==> config.mk <==
export PLATFORM = sky130hd
export DESIGN_NAME = mips_mc_controller
export DESIGN_NICKNAME = d
export VERILOG_FILES = /design/src/rtl/mips_mc_controller.sv
export SDC_FILE = /design/constraint.sdc
export NUM_CORES = 1
export LEC_CHECK = 0
export CAP_MARGIN = 25
export CORE_ASPECT_RATIO = 0.8
export CORE_UTILIZATION = 40
export CTS_BUF_LIST = sky130_fd_sc_hd__clkbuf_8
export DETAILED_ROUTE_END_ITERATION = 8
export HOLD_SLACK_MARGIN = 0.08
export PLACE_DENSITY = 0.88
export SKIP_LAST_GASP = 1
export SLEW_MARGIN = 20
export SYNTH_ARGS = -nofsm -noshare
export SYNTH_HDL_FRONTEND = slang
export SYNTH_SLANG_ARGS = --single-unit
==> constraint.sdc <==
create_clock -name i_clk -period 2 [get_ports i_clk]
set_input_delay 0.4 -clock i_clk [delete_from_list [all_inputs] [get_ports i_clk]]
set_output_delay 0.4 -clock i_clk [all_outputs]
set_load 0.005 [all_outputs]
==> src/rtl/mips_mc_controller.sv <==
// mips_mc_controller: multi-cycle MIPS control FSM with memory-ready stretching and fault detection
module mips_mc_controller #(
  parameter int TIMEOUT_CYCLES = 16
) (
  input  logic       i_clk,
  input  logic       i_rst_n,
  input  logic [5:0] i_opcode,
  input  logic       i_alu_zero,
  input  logic       i_mem_ready,
  output logic       o_pc_en,
  output logic       o_iord,
  output logic       o_mem_read,
  output logic       o_mem_write,
  output logic       o_ir_write,
  output logic       o_reg_write,
  output logic       o_reg_dst,
  output logic       o_mem_to_reg,
  output logic       o_alu_src_a,
  output logic [1:0] o_alu_src_b,
  output logic [1:0] o_alu_op,
  output logic [1:0] o_pc_src,
  output logic       o_instr_done,
  output logic       o_fault,
  output logic [3:0] o_state
);
  localparam logic [3:0] S_IDLE   = 4'd0;
  localparam logic [3:0] S_FETCH  = 4'd1;
  localparam logic [3:0] S_DECODE = 4'd2;
  localparam logic [3:0] S_MEMADR = 4'd3;
  localparam logic [3:0] S_MEMRD  = 4'd4;
  localparam logic [3:0] S_MEMWB  = 4'd5;
  localparam logic [3:0] S_MEMWR  = 4'd6;
  localparam logic [3:0] S_EXEC   = 4'd7;
  localparam logic [3:0] S_ALUWB  = 4'd8;
  localparam logic [3:0] S_BRANCH = 4'd9;
  localparam logic [3:0] S_ADDIEX = 4'd10;
  localparam logic [3:0] S_ADDIWB = 4'd11;
  localparam logic [3:0] S_JUMP   = 4'd12;
  localparam logic [3:0] S_FAULT  = 4'd15;

  localparam logic [5:0] OP_RTYPE = 6'b000000;
  localparam logic [5:0] OP_LW    = 6'b100011;
  localparam logic [5:0] OP_SW    = 6'b101011;
  localparam logic [5:0] OP_BEQ   = 6'b000100;
  localparam logic [5:0] OP_ADDI  = 6'b001000;
  localparam logic [5:0] OP_J     = 6'b000010;

  localparam int CW = (TIMEOUT_CYCLES > 2) ? $clog2(TIMEOUT_CYCLES) : 1;

  logic [3:0]    r_state;
  logic [3:0]    w_next;
  logic [3:0]    w_wait;
  logic [CW-1:0] r_cnt;
  logic          w_timeout;

  // the last allowed waiting cycle without a ready ends in FAULT; ready on that cycle still wins
  assign w_timeout = (r_cnt == CW'(TIMEOUT_CYCLES - 1)) && !i_mem_ready;
  assign w_wait    = w_timeout ? S_FAULT : r_state;
  assign o_state   = r_state;

  // next-state decode; only memory states self-loop, FAULT absorbs
  always_comb begin
    w_next = S_FAULT;
    case (r_state)
      S_IDLE:   w_next = S_FETCH;
      S_FETCH:  w_next = i_mem_ready ? S_DECODE : w_wait;
      S_DECODE: begin
        case (i_opcode)
          OP_RTYPE:    w_next = S_EXEC;
          OP_LW, OP_SW: w_next = S_MEMADR;
          OP_BEQ:      w_next = S_BRANCH;
          OP_ADDI:     w_next = S_ADDIEX;
          OP_J:        w_next = S_JUMP;
          default:     w_next = S_FAULT;
        endcase
      end
      S_MEMADR: w_next = (i_opcode == OP_SW) ? S_MEMWR : S_MEMRD;
      S_MEMRD:  w_next = i_mem_ready ? S_MEMWB : w_wait;
      S_MEMWR:  w_next = i_mem_ready ? S_FETCH : w_wait;
      S_EXEC:   w_next = S_ALUWB;
      S_ADDIEX: w_next = S_ADDIWB;
      S_MEMWB, S_ALUWB, S_BRANCH, S_ADDIWB, S_JUMP: w_next = S_FETCH;
      default:  w_next = S_FAULT;
    endcase
  end

  // state register; reset abandons any instruction in flight
  always_ff @(posedge i_clk or negedge i_rst_n) begin
    if (!i_rst_n) r_state <= S_IDLE;
    else          r_state <= w_next;
  end

  // wait counter restarts whenever the state changes, so it clears on entry to each memory state
  always_ff @(posedge i_clk or negedge i_rst_n) begin
    if (!i_rst_n)               r_cnt <= '0;
    else if (w_next != r_state) r_cnt <= '0;
    else                        r_cnt <= r_cnt + 1'b1;
  end

  // Moore control outputs; FETCH exit, MEMWR completion and BRANCH pc_en also look at inputs
  always_comb begin
    o_pc_en      = 1'b0;
    o_iord       = 1'b0;
    o_mem_read   = 1'b0;
    o_mem_write  = 1'b0;
    o_ir_write   = 1'b0;
    o_reg_write  = 1'b0;
    o_reg_dst    = 1'b0;
    o_mem_to_reg = 1'b0;
    o_alu_src_a  = 1'b0;
    o_alu_src_b  = 2'd0;
    o_alu_op     = 2'd0;
    o_pc_src     = 2'd0;
    o_instr_done = 1'b0;
    o_fault      = 1'b0;
    case (r_state)
      S_FETCH: begin
        o_mem_read  = 1'b1;
        o_alu_src_b = 2'd1;
        o_ir_write  = i_mem_ready;
        o_pc_en     = i_mem_ready;
      end
      S_DECODE: o_alu_src_b = 2'd3;
      S_MEMADR, S_ADDIEX: begin
        o_alu_src_a = 1'b1;
        o_alu_src_b = 2'd2;
      end
      S_MEMRD: begin
        o_iord     = 1'b1;
        o_mem_read = 1'b1;
      end
      S_MEMWB: begin
        o_reg_write  = 1'b1;
        o_mem_to_reg = 1'b1;
        o_instr_done = 1'b1;
      end
      S_MEMWR: begin
        o_iord       = 1'b1;
        o_mem_write  = 1'b1;
        o_instr_done = i_mem_ready;
      end
      S_EXEC: begin
        o_alu_src_a = 1'b1;
        o_alu_op    = 2'd2;
      end
      S_ALUWB: begin
        o_reg_write  = 1'b1;
        o_reg_dst    = 1'b1;
        o_instr_done = 1'b1;
      end
      S_BRANCH: begin
        o_alu_src_a  = 1'b1;
        o_alu_op     = 2'd1;
        o_pc_src     = 2'd1;
        o_pc_en      = i_alu_zero;
        o_instr_done = 1'b1;
      end
      S_ADDIWB: begin
        o_reg_write  = 1'b1;
        o_instr_done = 1'b1;
      end
      S_JUMP: begin
        o_pc_src     = 2'd2;
        o_pc_en      = 1'b1;
        o_instr_done = 1'b1;
      end
      S_FAULT: o_fault = 1'b1;
      default: o_fault = 1'b0;
    endcase
  end
endmodule

==> results.json, run 1 <==
{
  "status": "aborted with a tool error",
  "lastStage": "global routing (5_1_grt)",
  "toolErrorMsg": "[ERROR GRT-0232] Routing congestion too high. Check the congestion heatmap in the GUI.",
  "syn-cell-area_um2": 782.0,
  "ios": 31,
  "syn_avg_cell_area_um2": 7.820,
  "synthTopCellsByArea": "dfrtp_1, xnor2_1, nor2_1",
  "cts_hold_buf": 0,
  "dp_hpwl_um": 2096,
  "cts.sinks": 8,
  "fp-row-count": 13,
  "cts_buffer_depth": 2,
  "ys_ff_latch": 8,
  "worstEpCategory": "sequential cell input",
  "synth.yosys.warnings": 0,
  "synthArstFlopShare_pct": 100.0,
  "grt-worst-endpoint": "r_cnt[0]$_DFF_PN0_/D",
  "synth.top_cell.area_share_pct": 25.60,
  "grt_usage_pct": 62.15,
  "synth.net_count": 111,
  "numCtsBuffers": 3,
  "synth_top_area_cell": "dfrtp_1",
  "synth_edf_count": 0,
  "die_w_um": 51.44,
  "cts.htree.levels": 1,
  "synthFlopType": "dfrtp_1",
  "synth.distinct_cells": 43,
  "gr-total-overflow": 2,
  "routabilityCongestion": 0.9409,
  "port_buffers": 30,
  "synth_cells": 100,
  "ys_seq_area_share_pct": 25.60,
  "initial_utilization_pct": 45.36,
  "post-place-ws_ns": -0.5616,
  "cts_root_buf": "clkbuf_8",
  "die_h_um": 41.55,
  "grt_max_degree": 10
}
## per-layer routing
metal / GRT overflow / track usage [%]
met5: 0 / 0
met4: 2 / 64.86
met1: 0 / 63.80
met2: 0 / 77.92
met3: 0 / 43.59
## logic make-up after synthesis
kind of cell | after synthesis | synth area share, %
xor gates and xnor gates | 8 | 8.960
buffers and inverters | 10 | 5.280
adders and majority gates | 1 | 1.600
and+or+nand+nor | 47 | 34.56
AOI/OAI and AO/OA | 26 | 24.00
DFF | 8 | 25.60
## Yosys cell counts, types with 2 or more instances
library cell	n
nand2_1	8
xnor2_1	6
clkbuf_1	5
nor3_1	6
or2_2	2
dfrtp_1	8
nor3b_1	2
nand2b_1	3
and2_1	2
o31ai_1	3
a21oi_1	2
xor2_1	2
nand3_1	3
inv_1	3
a31oi_1	4
o21ai_0	4
nor2_1	11
## stage by stage
| stage | hold WS (ns) | TNS, ns | cells | instance area (µm²) | utilization (%) |
|---|---|---|---|---|---|
| 2_1_floorplan | 0.1044 | 0 | 100 | 782.0 | - |
| 3_3_place_gp | 0.4594 | -2.461 | 171 | 1275 | 73.95 |
| 3_5_place_dp | 0.4721 | -3.044 | 171 | 1275 | 73.95 |
| 4_1_cts | 0.4731 | -0.4823 | 185 | 1446 | 83.89 |
## repair_timing
| action | CTS |
|---|---|
| pin swaps | 11 |
| setup buffers | 11 |
| setup endpoints to repair | 20 |
| gates resized for setup | 47 |
==> run 2, diff against run 1 <==
- CORE_AREA: unset -> 2 2 63 65
- CORE_ASPECT_RATIO: 0.8 -> unset
- CORE_UTILIZATION: 40 -> unset
- CTS_BUF_LIST: sky130_fd_sc_hd__clkbuf_8 -> unset
- DIE_AREA: unset -> 0 0 65 67
- HOLD_SLACK_MARGIN: 0.08 -> unset
- PLACE_DENSITY: 0.88 -> unset
- PLACE_DENSITY_LB_ADDON: unset -> 0.15
- clock period: 2 -> 2.6 ns (I/O delays scaled with it)
==> run 2 against run 1 <==
The flow now finishes without violations; synthesized cell count unchanged; area after synthesis stayed put.
==> results.json, run 2 <==
{
  "final_layout_size_suffix_gt1_share_pct": 16.67,
  "synth-adder-area-share_pct": 1.600,
  "yosysMostFrequentCell": "nor2_1",
  "tightest_slew_ns": 0.4791,
  "ant_nets": 0,
  "p_int_w": 0.0008038,
  "ys_ff_latch": 8,
  "clk_latency_ns": 0.23,
  "synth.top_cell.area_share_pct": 25.60,
  "worstPathRequired_ns": 2.08,
  "drc_errors": 0,
  "critical_path.most_common_cell": "clkdlybuf4s50_1",
  "worstSetupEndpointType": "primary output",
  "dr_total_vias": 885,
  "cts.htree.levels": 1,
  "ys_seq_area_share_pct": 25.60,
  "swShare_pct": 41.18,
  "die-area_um2": 4355,
  "port_buffers": 30,
  "drt_iter0_drc": 26,
  "routabilityCongestion": 0.7554,
  "grt_usage_pct": 11.54,
  "layout_commonest_cell": "clkdlybuf4s50_1",
  "tritoncts": "done",
  "path_cells": "clkdlybuf4s50_1 -> nor4b_1 -> buf_4 -> a211o_1 -> clkdlybuf4s50_1",
  "p_clk_share_pct": 11.1,
  "p_sw_w": 0.0005627,
  "drv_cap": 0,
  "cts_buffer_depth": 2,
  "numCtsBuffers": 3,
  "synthFlopType": "dfrtp_1",
  "synth_edf_count": 0,
  "dp_hpwl_um": 1893,
  "synth.yosys.warnings": 0,
  "synth_cells": 100,
  "status": "finished, final reports clean",
  "syn_avg_cell_area_um2": 7.820,
  "cp.arrival_ns": 1.97,
  "fin_util_pct": 34.52,
  "seq_power_share_pct": 17.9,
  "setup_tns_ns": 0,
  "rsz0062_at_grt": "no",
  "synthTopCellsByCount": "nor2_1, dfrtp_1, nand2_1",
  "synth_top_area_cell": "dfrtp_1",
  "dr.pass1.iters": 4,
  "fin_crit_sh_pct": 95.70,
  "synth.distinct_cells": 43,
  "cts.clk_slew.worst_paths_ns": 0.04,
  "synth_top_family_by_area": "simple AND/OR/NAND/NOR gates",
  "path_max_fanout": 2,
  "slew_headroom_pct": 67.24,
  "syn-cell-area_um2": 782.0,
  "p_leak_nw": 0.4607,
  "startpoint_type": "primary input",
  "viasPerCell": 4.758,
  "layout.nets": 151,
  "antenna_found_initial": 0,
  "p_comb_share_pct": 70.9,
  "synth.net_count": 111,
  "path_class": "primary input to primary output",
  "clock.fmax_mhz": 401.9,
  "num_antenna_cells": 0,
  "power.density_nw_per_um2": 1098,
  "coreArea_um2": 3606,
  "die_w_um": 65,
  "cts.sinks": 8,
  "layout_common_cells": "clkdlybuf4s50_1, buf_4, nor2_1, nand2_1, dfrtp_1",
  "synthMuxAreaShare_pct": 0,
  "die_h_um": 67,
  "synth_xor_area_share_pct": 8.960,
  "ios": 31,
  "initial_utilization_pct": 21.69,
  "synth-compound-area-share_pct": 24.00,
  "grt_pass1_vias": 858,
  "drv_slew": 0,
  "area_growth_pct": 59.20,
  "routed_wl_um": 2354,
  "grt_max_degree": 18,
  "finalSetupViolCount": 0,
  "cts_root_buf": "clkbuf_8",
  "wl_per_cell_um": 12.66,
  "fin_skew_ns": 0.007070,
  "hp-class": "register to register",
  "synth-simple-area-share_pct": 34.56,
  "grt_pass1_wl_um": 3864,
  "fp-row-count": 22,
  "cts_setup_buffers": 0,
  "ir_worst_vdd_mv": 0.2097,
  "finalHoldViolCount": 0,
  "gr-total-overflow": 0,
  "cpPeakStageDelay_ns": 0.49,
  "synthTopCellsByArea": "dfrtp_1, xnor2_1, nor2_1",
  "crit_slowest_cell": "clkdlybuf4s50_1",
  "fin_crit_ns": 2.488,
  "synthArstFlopShare_pct": 100.0
}
[run 2: cell counts after synthesis]
No cell type changed its count.
[run 2: repair_timing]
action / 4_1_cts / 5_1_grt
hold buffers: 0 / 0
endpoints found under the hold margin: 0 / 0
gates resized for setup: 0 / 1
setup endpoints to repair: 0 / 3
[run 2: area by class of cell]
type / count / area [µm²]
Fill cell: 386 / 2361
Multi-Input combinational cell: 82 / 540.5
Timing Repair Buffer: 42 / 390.4
Sequential cell: 8 / 201.4
Tap cell: 48 / 60.06
Clock buffer: 3 / 41.29
Inverter: 3 / 11.26
[run 2: logic make-up (layout without fill, tap and decap cells)]
| kind of cell | Yosys count | count (layout) |
|---|---|---|
| flops | 8 | 8 |
| fa+ha+maj | 1 | 1 |
| simple gates | 47 | 47 |
| compound gates | 26 | 26 |
| buf+inv | 10 | 48 |
| xor+xnor | 8 | 8 |
[run 2: worst max-delay path: cells and delay by family]
| family | cells | cell delay, ns |
|---|---|---|
| compound gates | 1 | 0.09 |
| buf+inv | 3 | 1.13 |
| simple gates | 1 | 0.23 |
[run 2: worst paths after layout]
check / depth (start not counted) / endpoint / startpoint / slack [ns]
max in group asynchronous: 1 / o_state[2] / i_rst_n / 1.75
hold / removal: 1 / r_cnt[0] / r_cnt[0] / 0.47
min in group asynchronous: 1 / o_state[1] / i_rst_n / 0.56
setup reg to reg: 5 / r_cnt[1] / o_state[2] / 0.38
setup / recovery: 5 / o_pc_en / i_mem_ready / 0.11
hold reg to reg: 1 / r_cnt[0] / r_cnt[0] / 0.47
[run 2: routing by layer]
| layer | vias to the layer above | track usage [%] | wire length, µm |
|---|---|---|---|
| li1 | 452 | - | - |
| met1 | 409 | 14.85 | 1107 |
| met2 | 19 | 17.53 | 1101 |
| met3 | 5 | 2.703 | 103 |
| met4 | 0 | 6.649 | 42 |
| met5 | - | 0 | 0 |
[run 2: stage by stage]
| stage | cells | hold slack [ns] | total power, W | setup WS [ns] | area (µm²) |
|---|---|---|---|---|---|
| 2_1_floorplan | 100 | 0.2244 | 0.0007379 | 0.4613 | 782.0 |
| 3_5_place_dp | 183 | 0.4673 | 0.001226 | -0.1367 | 1202 |
| 3_3_place_gp | 183 | 0.4647 | 0.001227 | -0.03465 | 1202 |
| 6_report | 186 | 0.4652 | 0.001366 | 0.1119 | 1245 |
| 5_1_grt | 186 | 0.4969 | 0.001499 | 0.002108 | 1245 |
| 4_1_cts | 186 | 0.4721 | 0.001388 | 0.01885 | 1244 |
[run 2: power by group through the flow]
stage,Combinational [W],Clock (W),Sequential [W]
2_1_floorplan,0.000527,0,0.000211
3_3_place_gp,0.000982,0,0.000246
3_5_place_dp,0.000980,0,0.000246
4_1_cts,0.000985,0.000160,0.000244
5_1_grt,0.00108,0.000168,0.000255
6_report,0.000969,0.000152,0.000245
(Power assumes the default switching activity.)
==> run 3, diff against run 2 <==
- CELL_PAD_IN_SITES_DETAIL_PLACEMENT: unset -> 1
- CELL_PAD_IN_SITES_GLOBAL_PLACEMENT: unset -> 1
==> run 3 against run 2 <==
Sequential power is 2% higher; first-iteration DRC count is 31% lower; critical path depth stayed put; cell count shrank 0.54%; total power decreased by 0.66%; flip-flop and latch count unchanged; critical path type unchanged; die area unchanged; clock power about the same; routed wire length up 13%.
==> results.json, run 3 (same netlist as run 2, synthesis figures left out) <==
{
  "status": "finished, final reports clean",
  "fin_crit_sh_pct": 95.88,
  "routabilityCongestion": 0.7804,
  "drc_errors": 0,
  "wl_per_cell_um": 14.36,
  "grt_max_degree": 18,
  "cts_buffer_depth": 2,
  "slew_headroom_pct": 61.86,
  "clock.fmax_mhz": 401.1,
  "holdWs_ns": 0.4903,
  "fin_crit_ns": 2.493,
  "seq_power_share_pct": 18.4,
  "layout.nets": 150,
  "ir_worst_vdd_mv": 0.2948,
  "final_layout_size_suffix_gt1_share_pct": 16.79,
  "min_path_cells": 1,
  "coreArea_um2": 3606,
  "place_area_um2": 1195,
  "final_area_um2": 1247,
  "fin_cells": 185,
  "cts.sinks": 8,
  "dr_total_vias": 906,
  "initial_utilization_pct": 21.69,
  "fin_skew_ns": 0.001319,
  "die_w_um": 65,
  "numCtsBuffers": 3,
  "cts.htree.levels": 1,
  "tightest_slew_ns": 0.5720,
  "dr_wl_met3_um": 77,
  "ios": 31,
  "finalSetupViolCount": 0,
  "p_leak_nw": 0.4587,
  "post-place-ws_ns": -0.1165,
  "gr-total-overflow": 0,
  "drv_slew": 0,
  "cts_root_buf": "clkbuf_8",
  "layout_common_cells": "clkdlybuf4s50_1, nor2_1, buf_4, nand2_1, dfrtp_1",
  "top_layer": "met4",
  "port_buffers": 30,
  "tritoncts": "done",
  "worstSetupEndpointType": "primary output",
  "grt_pass1_vias": 952,
  "p_clk_share_pct": 11.1,
  "p_comb_share_pct": 70.5,
  "area_growth_pct": 59.52,
  "cp.arrival_ns": 1.97,
  "swShare_pct": 42.20,
  "m1WireLength_um": 1180,
  "clk_latency_ns": 0.23,
  "critical_path.most_common_cell": "clkdlybuf4s50_1",
  "grt_pass1_wl_um": 4498,
  "drt_iter0_drc": 18,
  "dp_cells": 182,
  "fp-row-count": 22,
  "die_h_um": 67,
  "p_sw_w": 0.0005728,
  "power.density_nw_per_um2": 1088,
  "routed_wl_um": 2656,
  "power.total_w": 0.001357,
  "hp-class": "register to register",
  "fin_ws_ns": 0.1071,
  "p_int_w": 0.0007847,
  "layout_commonest_cell": "clkdlybuf4s50_1",
  "worstPathRequired_ns": 2.08,
  "antenna_found_initial": 0,
  "ant_nets": 0,
  "die-area_um2": 4355,
  "finalHoldViolCount": 0,
  "cts.clk_slew.worst_paths_ns": 0.04,
  "crit_slowest_cell": "clkdlybuf4s50_1",
  "path_class": "primary input to primary output",
  "viasPerCell": 4.897,
  "path_cells": "clkdlybuf4s50_1 -> nor4b_2 -> buf_4 -> a211o_1 -> clkdlybuf4s50_1",
  "rr_worst_depth": 5,
  "drv_cap": 0,
  "num_antenna_cells": 0,
  "dr.pass1.iters": 4,
  "startpoint_type": "primary input",
  "routed-wl-met2_um": 1360,
  "path_max_fanout": 2,
  "rsz0062_at_grt": "yes",
  "cpPeakStageDelay_ns": 0.46,
  "grt_usage_pct": 13.56,
  "dp_hpwl_um": 2213
}
run 3: changes by cell type in the layout (fill, tap and decap cells not counted):
cell,previous run,this run
buf_4,12,11
dfrtp_1,7,8
dfrtp_2,1,0
o31ai_1,3,2
o31ai_2,0,1
nor4b_1,1,0
nor4b_2,1,2
run 3: power by group through the flow:
stage | Clock, W | Sequential (W) | Combinational, W
global placement | 0 | 0.000251 | 0.000961
detailed placement | 0 | 0.000251 | 0.000966
global route | 0.000166 | 0.000262 | 0.00108
CTS | 0.000156 | 0.000249 | 0.000971
floorplan | 0 | 0.000211 | 0.000527
finish | 0.000150 | 0.000250 | 0.000957
run 3: final cells by class:
type	count	area [µm²]
inverters	3	11.26
flip-flops and latches	8	200.2
fillers	432	2359
clock buffers	3	41.29
well taps	48	60.06
multi-input cells	82	551.8
repair buffers	41	382.9
run 3: final timing paths:
kind                              from    endpoint  slack [ns]
max                        i_mem_ready     o_pc_en        0.11
min                           r_cnt[0]    r_cnt[0]        0.49
max reg2reg                 o_state[2]    r_cnt[0]        0.35
min reg2reg                   r_cnt[0]    r_cnt[0]        0.49
max in group asynchronous      i_rst_n  o_state[0]        1.77
min in group asynchronous      i_rst_n    r_cnt[1]        0.57
run 3: worst max-delay path, delay by kind of cell:
family / cells / cell delay, ns
compound gates: 1 / 0.26
simple gates: 1 / 0.16
buf+inv: 3 / 1.03
run 3: what timing repair did:
item                                    in CTS  in global routing
resized for setup                            0                  2
setup buffers                                0                  0
endpoints found under the setup margin       0                  2
endpoints found under the hold margin        0                  0
hold buffers                                 0                  0
run 3: through the flow:
stage / util (%) / setup TNS (ns)
2_1_floorplan: - / 0
3_3_place_gp: 33.14 / -0.1963
3_5_place_dp: 33.14 / -0.3763
4_1_cts: 34.28 / 0
5_1_grt: 34.59 / -0.03020
6_report: 34.59 / 0
run 3: routing by layer:
| metal | vias up | global-route usage (%) |
|---|---|---|
| li1 | 445 | - |
| met4 | 0 | 5.585 |
| met2 | 17 | 23.97 |
| met5 | - | 0 |
| met3 | 4 | 1.689 |
| met1 | 440 | 16.56 |
